==> config.mk <==
export PLATFORM = sky130hd
export DESIGN_NAME = bcd_indicator_scan
export DESIGN_NICKNAME = d
export VERILOG_FILES = /design/src/rtl/bcd_indicator_scan.sv
export SDC_FILE = /design/constraint.sdc
export NUM_CORES = 1
export LEC_CHECK = 0
export ABC_AREA = 1
export CAP_MARGIN = 10
export CORE_MARGIN = 2
export CORE_UTILIZATION = 47
export DETAILED_ROUTE_END_ITERATION = 16
export PLACE_DENSITY = 0.76
export SLEW_MARGIN = 20
export SYNTH_ARGS = -nofsm -noshare
export SYNTH_HDL_FRONTEND = slang
export SYNTH_SLANG_ARGS = --single-unit
==> constraint.sdc <==
create_clock -name CLK -period 4.2 [get_ports CLK]
set_input_delay 0.63 -clock CLK [delete_from_list [all_inputs] [get_ports CLK]]
set_output_delay 0.63 -clock CLK [all_outputs]
set_load 0.02 [all_outputs]
==> src/rtl/bcd_indicator_scan.sv <==
// Purpose : time-multiplexed driver for a 5-digit common-anode 7-segment
//           indicator fed with an 18-bit BCD8421 word (0..16383).
// Latency : AN/SEG/FRAME are registered one cycle after the slot state that
//           produces them; a loaded value appears from the next frame start
//           (worst case 5*CLK_DIV cycles).
// Backpressure: none; LOAD is accepted every cycle and the last one before a
//           frame start wins.
//
// Ports:
//   CLK    system clock
//   RST    synchronous reset, active-high
//   BCD    [17:16] ten-thousands, [15:12] thousands, [11:8] hundreds,
//          [7:4] tens, [3:0] units
//   LOAD   one-cycle strobe, BCD sampled when high
//   SEG    segments {g,f,e,d,c,b,a}, active-low
//   AN     digit anodes, active-low, AN[0]=units .. AN[4]=ten-thousands
//   FRAME  one-cycle pulse at the start of every frame
//
// Optional: define INDICATOR_LZB_EN for leading-zero blanking of digits 4..1.

module bcd_indicator_scan #(
  parameter int CLK_DIV   = 50000,
  parameter int BLANK_CYC = 500
) (
  input  logic        CLK,
  input  logic        RST,
  input  logic [17:0] BCD,
  input  logic        LOAD,
  output logic [6:0]  SEG,
  output logic [4:0]  AN,
  output logic        FRAME
);

  localparam int CW = $clog2(CLK_DIV);

  typedef enum logic {
    ST_GAP  = 1'b0,
    ST_SHOW = 1'b1
  } state_e;

  // Counter restarts at 0 after reset, so the slot state must match that.
  localparam state_e ST_RST = (BLANK_CYC > 0) ? ST_GAP : ST_SHOW;

  logic [CW-1:0] cnt_q, cnt_d;
  logic [2:0]    idx_q, idx_d;
  logic [17:0]   pend_q, pend_d;
  logic          pflag_q, pflag_d;
  logic [17:0]   disp_q, disp_d;
  state_e        state_q, state_d;
  logic [6:0]    seg_q, seg_d;
  logic [4:0]    an_q, an_d;
  logic          frame_q, frame_d;

  logic          frame_start;
  logic [3:0]    nib;
  logic          suppress;

  function automatic logic [6:0] seg_decode(input logic [3:0] n);
    logic [6:0] s;
    case (n)
      4'd0:    s = 7'h40;
      4'd1:    s = 7'h79;
      4'd2:    s = 7'h24;
      4'd3:    s = 7'h30;
      4'd4:    s = 7'h19;
      4'd5:    s = 7'h12;
      4'd6:    s = 7'h02;
      4'd7:    s = 7'h78;
      4'd8:    s = 7'h00;
      4'd9:    s = 7'h10;
      default: s = 7'h3F;  // non-decimal nibble shows a dash
    endcase
    return s;
  endfunction

  // Slot counter, digit index, pending/display handoff.
  always_comb begin
    frame_start = (cnt_q == '0) && (idx_q == 3'd0);
    cnt_d       = cnt_q + 1'b1;
    idx_d       = idx_q;
    if (cnt_q == CW'(CLK_DIV - 1)) begin
      cnt_d = '0;
      idx_d = (idx_q == 3'd4) ? 3'd0 : idx_q + 3'd1;
    end

    pend_d  = pend_q;
    pflag_d = pflag_q;
    disp_d  = disp_q;
    // Display swap happens only here, so a frame never mixes two values.
    if (frame_start && pflag_q) begin
      disp_d  = pend_q;
      pflag_d = 1'b0;
    end
    // A load on the frame-start cycle lands in pending and stays flagged;
    // the display has already taken the previous pending value above.
    if (LOAD) begin
      pend_d  = BCD;
      pflag_d = 1'b1;
    end

    // State tracks the counter value it will hold next cycle.
    state_d = (32'(cnt_d) < 32'(BLANK_CYC)) ? ST_GAP : ST_SHOW;
    frame_d = frame_start;
  end

  // Digit select reads disp_d so that with no blanking gap the first
  // on-cycle of a frame already shows the newly swapped value.
  always_comb begin
    case (idx_q)
      3'd0:    nib = disp_d[3:0];
      3'd1:    nib = disp_d[7:4];
      3'd2:    nib = disp_d[11:8];
      3'd3:    nib = disp_d[15:12];
      3'd4:    nib = {2'b00, disp_d[17:16]};
      default: nib = 4'h0;
    endcase
  end

`ifdef INDICATOR_LZB_EN
  // lz[k]: digit k and every higher digit are zero (nibble >9 is non-zero).
  logic [4:1] lz;
  always_comb begin
    lz[4] = (disp_d[17:16] == 2'b00);
    lz[3] = lz[4] && (disp_d[15:12] == 4'h0);
    lz[2] = lz[3] && (disp_d[11:8]  == 4'h0);
    lz[1] = lz[2] && (disp_d[7:4]   == 4'h0);
  end

  always_comb begin
    case (idx_q)
      3'd1:    suppress = lz[1];
      3'd2:    suppress = lz[2];
      3'd3:    suppress = lz[3];
      3'd4:    suppress = lz[4];
      default: suppress = 1'b0;  // units digit is always shown
    endcase
  end
`else
  assign suppress = 1'b0;
`endif

  // Output decode for the current slot state; registered below.
  always_comb begin
    seg_d = 7'h7F;
    an_d  = 5'b11111;
    if ((state_q == ST_SHOW) && !suppress) begin
      an_d  = ~(5'b00001 << idx_q);
      seg_d = seg_decode(nib);
    end
  end

  always_ff @(posedge CLK) begin
    if (RST) begin
      cnt_q   <= '0;
      idx_q   <= 3'd0;
      pend_q  <= 18'd0;
      pflag_q <= 1'b0;
      disp_q  <= 18'd0;
      state_q <= ST_RST;
      seg_q   <= 7'h7F;
      an_q    <= 5'b11111;
      frame_q <= 1'b0;
    end else begin
      cnt_q   <= cnt_d;
      idx_q   <= idx_d;
      pend_q  <= pend_d;
      pflag_q <= pflag_d;
      disp_q  <= disp_d;
      state_q <= state_d;
      seg_q   <= seg_d;
      an_q    <= an_d;
      frame_q <= frame_d;
    end
  end

  assign SEG   = seg_q;
  assign AN    = an_q;
  assign FRAME = frame_q;

endmodule

==> metrics.txt <==
status=completed; antenna fix cells=0; setup slack, reg-to-reg=1.45 ns; Root Buffer=clkbuf_8; maxcap violations=0; post-cts sizing count=0; placer congestion estimate=roughly 0.94; Seq cells post-synth=70; Max clock buf depth=2; IO Port Bufs=33; initial antenna violation count=0; Slew @ Worst Pin=approximately 0.78 ns; hpwl dp=5.70 mm; leakage=1.82 nW; Adder-Cell Fraction of Synth Area=roughly 4.3%; slowest CP cell=dfxtp_1; GRT Total Usage=between 15 and 20%; Slew Limit Headroom=47.5%; mux share of post-synthesis cell area=0%; crit path kind=register to register; Hold Path Class=register to register; Req. time, crit path=4.43 ns; synthesized instance count=482; Post-Synth XOR/XNOR Area=1.00%; Synth cell types=33; worst reg2reg path depth=18; final setup violation count=0; Post-Syn Nets=about 520; worst-case clock skew=~0.012 ns; RSZ-0062 raised after global routing=false; critical path's top delay family=simple AND/OR/NAND/NOR gates; PD cells=353 nW/um2; drt initial violations=155; Worst Path Max Fanout=16; die area=8140 um2; share of cells above drive strength 1=12.5%; Worst-Skew Late Latency=0.34 ns; Fin Hold WS=around 0.47 ns; largest area contributor in the netlist=dfxtp_1; WL/cell=12.3 um; Mapped Area=about 3500 um2; Nets=547; dominant cell type by count on the critical path=nand2_1; Syn Area/Cell=7.25 um2; via count=3079; Num CTS Buffers=9; vias per std cell=about 5; Pre-Repair DR Iteration Count=4; crit-path cells=inv_1 -> ha_1 -> inv_2 -> nor2_4 -> nand2_1 -> nor2_2 -> nand4_4 -> clkinv_1 -> nand2_1 -> nand3_1 -> nand2_1 -> nor2_2 -> inv_1 -> ha_1 -> inv_1 -> nand2_1 -> nand3_1 -> nand3_2; Simple-Gate Fraction of Synth Area=36.1%; CTS tree=done; num ports=34; Design Power=1.45 mW; min Tclk post-route=around 2.8 ns; Yosys warnings=0; Synth Area in Compound Gates=8.10%; sum of negative setup slack=0 ns; ANT nets after route=0; CP Launch Point=idx_q[0]; Chip Height=90.2 um; number of buffers and inverters on the critical path=5; largest family of logic cells by synthesized area=simple AND/OR/NAND/NOR gates; startpoint types=register; maximum vdd ir drop=0.000216 V; H-tree levels=3; Rows=31; RR Endpoint=SEG[3]; CTS Hold Bufs=0; largest net degree at the start of global routing=37; hold path startpoint=pend_q[5]; highest clock rate=363 MHz; global-route wire length before repair=12.8 mm; critical path arrival=between 2 and 3 ns; CTS sink count=70; total grt overflow=0; DRT Wirelength=7.62 mm; RR Startpoint=idx_q[0]; DIE WIDTH=roughly 90 um; Initial Utilization=between 40% and 50%; Yosys top cell area share=40.1%; stages on the worst setup path=18; Syn-to-layout area delta=17.3%; CP endpoint=SEG[3]; register area share after synthesis=about two fifths; vias in the first global route=2944; CP endpoint kind=register; top cells by area, synth=dfxtp_1, nand2_1, inv_1; Hold Fails Final Rpt=0; Core Region=7210 um2; Clk pin slew, worst setup/hold paths=0.08 ns; # DRC=0; final worst path period share=65.5%; fin. max-slew vios=0; Post-CTS Setup Bufs=0; CP max stage delay=0.33 ns
==> power by group <==
group          leakage (nW)  switching (mW)  total (mW)  internal [mW]
logic                  1.16           0.125       0.201         0.0762
registers             0.572          0.0127       0.705          0.693
clock network        0.0955           0.250       0.541          0.290
total                  1.82           0.388        1.45           1.06
==> state kept, by name, summed over array words and instances, names as in the netlist <==
register  cells
AN            5
FRAME         1
SEG           7
cnt_q        16
disp_q       18
idx_q         3
pend_q       18
pflag_q       1
state_q       1
==> layout by cell type (no fill, tap or decap), types with 2 or more instances in the layout <==
master           count
clkinv_1             2
xor2_1               3
nor2_1              55
ha_1                12
nor3_1               9
nand4_1             18
dfxtp_1             70
inv_1               71
clkdlybuf4s50_1     33
nand2_4              4
a21oi_1             22
inv_2                7
o21ai_2              3
o21ai_0             22
nand2_1             89
nor2_4               9
clkinvlp_4           2
o22ai_1              2
nor2_2               5
nand3b_1             3
clkbuf_8            10
clkinv_2             2
nand3_2              3
nand2_2             13
nand3_1             38
==> tightest hold or removal path, stage by stage (launching register included) <==
cell	delay, ns
dfxtp_1	0.30
inv_1	0.06
a21oi_1	0.06
==> routing by layer <==
metal / up-vias / global-route usage (%) / wire (um)
met5: - / 0 / 0
met4: 0 / 7.82 / 134
met3: 14 / 5.11 / 340
met2: 76 / 35.4 / 3950
met1: 1400 / 21.4 / 3190
li1: 1589 / - / -
==> worst min-delay path by stage <==
stage / to / slack, ns / cells after the start
after floorplan: cnt_q[0] / 0.43 / 1
after global placement: cnt_q[0] / 0.44 / 1
after detailed placement: pend_q[10] / 0.46 / 2
after CTS: pend_q[10] / 0.47 / 2
after global routing: pend_q[10] / 0.49 / 2
final: pend_q[5] / 0.47 / 2
==> metrics by stage <==
stage	setup slack [ns]	utilization, %	cell area [um2]	instances
2_1_floorplan	1.93	-	3490	482
3_3_place_gp	1.60	54.0	3900	602
3_5_place_dp	1.43	54.0	3900	602
4_1_cts	1.41	56.8	4100	618
5_1_grt	1.10	56.8	4100	618
6_report	1.45	56.8	4100	618
==> layout make-up <==
type                       instances  area, um2
multi-input combinational        318       1730
timing repair buffer              34        338
clock buffer                      11        141
sequential                        70       1400
tap                               99        124
fill                             696       3120
inverter                          81        305
clock inverter                     5       58.8
==> cell families after synthesis <==
logic type / count (synthesis)
adders and majority gates: 12
and+or+nand+nor: 250
xor gates and xnor gates: 4
DFF: 70
buffers and inverters: 94
AOI/OAI and AO/OA: 52
==> Yosys cell counts <==
cell      instances
nand2_4           4
nand3b_1          3
inv_2             7
nand2_1          89
nor2_2            5
nor2_8            1
o211ai_1          1
nor2_4            9
o21ai_0          22
nand2_2          13
nand3_1          38
xnor2_1           1
nand4_1          18
dfxtp_1          70
clkinv_1          2
nor2_1           55
nand4_2           1
ha_1             12
nor3_1            9
nand3_2           3
clkinv_2          1
xor2_1            3
clkbuf_1         11
buf_2             1
o22ai_1           2
a21oi_2           1
o21ai_2           3
o21bai_1          1
or2_1             1
a21oi_1          22
buf_6             1
inv_1            71
nand4_4           1
No activity file was read; power rests on OpenSTA's default activity.
